==> config.mk <==
export PLATFORM = sky130hd
export DESIGN_NAME = mem_arbiter
export DESIGN_NICKNAME = d
export VERILOG_FILES = /design/src/rtl/mem_arb_pkg.sv /design/src/rtl/mem_arbiter.sv
export SDC_FILE = /design/constraint.sdc
export NUM_CORES = 1
export LEC_CHECK = 0
export ABC_AREA = 0
export BUFFER_PORTS_ARGS = -buffer_cell sky130_fd_sc_hd__clkbuf_2
export CAP_MARGIN = 20
export CORE_AREA = 5 5 329 331
export DETAILED_ROUTE_END_ITERATION = 6
export DIE_AREA = 0 0 334 336
export PLACE_DENSITY_LB_ADDON = 0.08
export SYNTH_ARGS = -nofsm -noshare
export SYNTH_HDL_FRONTEND = slang
export SYNTH_SLANG_ARGS = --single-unit
==> constraint.sdc <==
create_clock -name clk -period 2 [get_ports clk]
set_input_delay 0.3 -clock clk [delete_from_list [all_inputs] [get_ports clk]]
set_output_delay 0.3 -clock clk [all_outputs]
set_load 0.1 [all_outputs]
==> src/rtl/mem_arb_pkg.sv <==
// Shared constants for the two-cache memory arbiter: default widths, FSM
// state encoding and requester ids.
package mem_arb_pkg;

  localparam int ADDR_W = 28;
  localparam int DATA_W = 128;

  typedef enum logic [1:0] {
    IDLE  = 2'd0,
    GNT_I = 2'd1,
    GNT_D = 2'd2
  } arb_state_e;

  localparam logic REQ_I = 1'b0;
  localparam logic REQ_D = 1'b1;

endpackage : mem_arb_pkg

==> src/rtl/mem_arbiter.sv <==
// Serializes I-cache and D-cache block transfers onto one memory port.
// The grant is held until mem_ready, and every mem_* output is registered.
module mem_arbiter #(
  parameter int ADDR_W = mem_arb_pkg::ADDR_W,
  parameter int DATA_W = mem_arb_pkg::DATA_W,
  parameter int D_PRIO = 0
) (
  input  logic              clk,
  input  logic              rst_n,
  input  logic              i_read,
  input  logic              i_write,
  input  logic [ADDR_W-1:0] i_addr,
  input  logic [DATA_W-1:0] i_wdata,
  output logic [DATA_W-1:0] i_rdata,
  output logic              i_ready,
  input  logic              d_read,
  input  logic              d_write,
  input  logic [ADDR_W-1:0] d_addr,
  input  logic [DATA_W-1:0] d_wdata,
  output logic [DATA_W-1:0] d_rdata,
  output logic              d_ready,
  output logic              mem_read,
  output logic              mem_write,
  output logic [ADDR_W-1:0] mem_addr,
  output logic [DATA_W-1:0] mem_wdata,
  input  logic [DATA_W-1:0] mem_rdata,
  input  logic              mem_ready
);

  import mem_arb_pkg::*;

  arb_state_e        state_q;
  logic              last_q;
  logic              mem_read_q;
  logic              mem_write_q;
  logic [ADDR_W-1:0] mem_addr_q;
  logic [DATA_W-1:0] mem_wdata_q;

  logic i_req;
  logic d_req;
  logic d_wins;

  assign i_req = i_read | i_write;
  assign d_req = d_read | d_write;

  // On a tie D wins when it has fixed priority or when I was served last.
  assign d_wins = d_req & (~i_req | (D_PRIO != 0) | (last_q == REQ_I));

  always_ff @(posedge clk or negedge rst_n) begin
    if (!rst_n) begin
      state_q     <= IDLE;
      last_q      <= REQ_I;
      mem_read_q  <= 1'b0;
      mem_write_q <= 1'b0;
      mem_addr_q  <= '0;
      mem_wdata_q <= '0;
    end else begin
      case (state_q)
        IDLE: begin
          if (d_wins) begin
            state_q     <= GNT_D;
            mem_read_q  <= d_read;
            mem_write_q <= d_write;
            mem_addr_q  <= d_addr;
            mem_wdata_q <= d_wdata;
          end else if (i_req) begin
            state_q     <= GNT_I;
            mem_read_q  <= i_read;
            mem_write_q <= i_write;
            mem_addr_q  <= i_addr;
            mem_wdata_q <= i_wdata;
          end
        end
        GNT_I, GNT_D: begin
          // Address and data stay put after completion; only the strobes drop.
          if (mem_ready) begin
            state_q     <= IDLE;
            last_q      <= (state_q == GNT_D) ? REQ_D : REQ_I;
            mem_read_q  <= 1'b0;
            mem_write_q <= 1'b0;
          end
        end
        default: state_q <= IDLE;
      endcase
    end
  end

  assign mem_read  = mem_read_q;
  assign mem_write = mem_write_q;
  assign mem_addr  = mem_addr_q;
  assign mem_wdata = mem_wdata_q;

  assign i_rdata = mem_rdata;
  assign d_rdata = mem_rdata;
  assign i_ready = mem_ready & (state_q == GNT_I);
  assign d_ready = mem_ready & (state_q == GNT_D);

endmodule : mem_arbiter
==> metrics list <==
- Setup repair after global routing missed its margin: false
* Deepest clock path buffer count: 2
- After synthesis, the netlist uses 29 different library cells.
- Post-Syn Area: between 9000 and 10000 um^2
- The run finished with clean final reports.
- The tool flagged a number of max-cap violations equal to 0.
- In this run the worst hold path is classified as in -> reg.
- Critical path's largest stage delay: 380 ps
- Final clock period utilization by the worst path: 0.932
* # H-tree levels: 4
* Leakage power of the design: about 6.1 nW
- In the final routed layout, each cell accounts on average for 18.4 um.
- Number of DRC markers after the initial detailed-route iteration: between 300 and 400
- RD Place Congestion: 0.731
* Clock Sink Count: between 150 and 200
- At the pin with the least slew margin, the transition time is 627 ps.
* Total die area: 112000 um^2
* Clock insertion delay at the later pin of the skew report: ~500 ps
* Total wirelength of the detailed-routed design: 53800 um
- The most critical setup path has its startpoint at state_q[0].
* CP arrival: approximately 1600 ps
* CTS tree: built
- At the worst endpoint, the required time is 1700 ps.
- Kind of critical path: reg -> out
- DRT met1 WL: 21500 um
- DRC Markers: 0
* Number of detailed-route iterations in the first pass: 5
* P&R area growth vs syn: 46.9%
- The worst setup path is launched from a flop.
- The number of pins exceeding their max-slew limit in the final report came to 0.
- Using the TritonRoute via totals, the vias-per-cell ratio works out to around 3.4.
- In this run the critical register-to-register path is launched from state_q[0].
- When the netlist entered floorplanning its net count stood at 1631.
* Peak supply drop: 0.817 mV
- Cell Chain, Critical Path: inv_1, ha_1, and2_1, buf_12
* Detailed-placement wirelength estimate: about 40000 um
- Final hold analysis gives a worst-case slack of 70.4 ps.
- The setup check on the worst reg-to-reg path leaves a slack of roughly 150 ps.
* Gr ovfl total: 0
* Core area: 105000 um^2
* Detailed-routed wire length on met2: 25000 um
* Die outline width: 334 um
- Clock transition at the register clock pins on the worst setup and hold paths after CTS: around 80 ps
* Total count of hold-check failures in the final report: 0
* Layout cell share with drive strength beyond 1: 0.377
- The slowest stage of the critical path is the dfrtp_1 cell.
* Largest driver fanout on the critical path: 3
* # Post-CTS Setup Buffers: 0
- The worst pin sits at a relative slew slack of 0.584.
- Net count reported at finish: 1968
- The initial antenna violation count is 9.
- Post-synthesis cell type with the largest combined area: dfrtp_1
- Row Count: 119
- Total of endpoints with negative setup slack in the final report: 0
* Wire length of the first global-routing pass: roughly 77000 um
* I/O Buffers: 478
* Mean cell area of the mapped netlist: 8.34 um^2
* CTS Root Buffer Type: clkbuf_16
- The number of global-route vias before repair is 10.7k.
- Between clock sinks in the finished design, the worst skew comes to 19.5 ps.
* Area of all placed cells without fillers: 14500 um^2
- Placed standard-cell area: between 10000 and 15000 um^2
- Maximum number of pins on one net before global-route repair: 77
* Routed vias: 9829
* Worst setup EP type: output port
- Number of buffers inserted during clock tree synthesis: 17
- For this configuration, the core starts out at a cell density of 0.0939.
* Uppermost layer routed: met5
- Ranked by total cell area, the synthesized netlist is headed by dfrtp_1 (41%), buf_4 (20%), a31oi_1 (9.9%).
- Synth warnings: 0
- Number of instances in the synthesized netlist: between 1k and 1.5k
- The layout has 12.2k filler cells.
* R2r worst-path depth: 7
- Wire segments on met3 add up to 5000 um in the final route.
- Count of state elements after synthesis: 161
- GRT Total Usage: 0.0928
* Die height: 336 um
* Top-level port count: 863
* Final total negative setup slack: 0 ps
- Of the post-synthesis cell area, the dominant cell type holds 0.409.
- Areal power density over the cells: 2180 nW/um^2
* Sequential cell area fraction in the yosys report: 0.409
- In this run the worst setup path terminates at d_ready.
* Final standard cell utilization of the core: 0.138
* Final critical-path required period: 1860 ps
* Achievable frequency: 0.537 GHz
* Endpoint of the worst register-to-register path: mem_wdata[32]
- Residual antenna-violating net count after detailed routing: 0
## per-stage QoR
stage / worst slack [ps] / power (mW) / std cells
finish: 137 / 31.5 / 2931
global route: 1.04 / 33.2 / 2926
CTS: 14.2 / 32.2 / 2922
detailed placement: 18.3 / 28.0 / 2751
global placement: 39.3 / 28.1 / 2751
floorplan: 360 / 24.7 / 1181
## critical path: cells and delay by family, from the launching register on
| kind | cells | cell delay (ps) |
|---|---|---|
| buffers and inverters | 2 | 290 |
| flip-flops | 1 | 380 |
| adder cells (fa/ha/maj) | 1 | 200 |
| AND/OR/NAND/NOR | 1 | 190 |
## synth_stat cells
cell,count
nor2b_1,1
o32ai_1,1
nand2b_1,3
clkbuf_2,1
buf_6,10
o21a_1,1
ha_1,3
o41ai_2,1
buf_1,1
o21ai_1,4
nor2_1,158
clkbuf_1,57
o21ai_0,155
mux2_2,1
or2_1,1
a31oi_1,156
dfrtp_1,161
a21oi_1,158
buf_4,263
buf_2,27
nand2_1,3
nor4_1,1
a2bb2oi_1,1
inv_1,5
a22oi_1,1
nand3b_1,1
o22ai_1,3
o41a_1,1
and2_1,2
## cell type report
type                    count  area, um^2  area share
clock inverters            10         121     0.00839
multi-input cells         656        3400       0.235
clock buffers              22         484      0.0335
inverters                   5        18.8     0.00130
repair buffers            677        4650       0.321
well taps                1391        1740       0.120
flip-flops and latches    161        4030       0.279
diodes                      9        22.5     0.00156
## worst min-delay path by stage
stage / start / cells after the start / slack (ps) / endpoint
floorplan: rst_n / 0 / 4 / last_q
global placement: rst_n / 1 / 310 / mem_addr[8]
CTS: i_wdata[78] / 3 / 0.9 / mem_wdata[78]
global route: i_wdata[78] / 3 / 30 / mem_wdata[78]
finish: i_wdata[78] / 3 / 70 / mem_wdata[78]
detailed placement: rst_n / 1 / 320 / mem_addr[8]
## layout by cell type, fill, tap and decap left out, drive strengths merged, types with 3 or more instances in the layout
master       synthesis  layout
a21oi              158     158
a31oi              156     156
buf                301      62
clkbuf              58     498
clkinv               0       4
dfrtp              161     161
diode                0       9
dlygate4sd3          0     139
ha                   3       3
inv                  5       8
nand2                3       3
nand2b               3       3
nor2               158     158
o21ai              159     159
o22ai                3       3
## power by group
group | switching, mW | internal [mW]
logic | 17.5 | 4.19
registers | 1.05 | 4.96
clock network | 1.75 | 1.99
total | 20.3 | 11.1
## routing by layer
layer	up-vias	GRT usage
met4	2	0.0475
met3	140	0.0418
li1	4556	-
met5	-	0
met1	4669	0.104
met2	462	0.149
## flip-flops by register name (all words and copies together) (netlist names)
| signal | flops |
|---|---|
| last_q | 1 |
| mem_addr | 28 |
| mem_write | 1 |
| state_q | 2 |
| mem_wdata | 128 |
| mem_read | 1 |
## what timing repair did
item | 4_1_cts | 5_1_grt
resized for setup | 0 | 1
endpoints found under the hold margin | 164 | 0
setup endpoints to repair | 0 | 3
hold buffers | 139 | 0
## cells by family after synthesis
group,synth area share
and+or+nand+nor,0.0672
buffers and inverters,0.250
DFF,0.409
AOI/OAI and AO/OA,0.268
muxes,0.00114
adders and majority gates,0.00381
(Power assumes the default switching activity.)
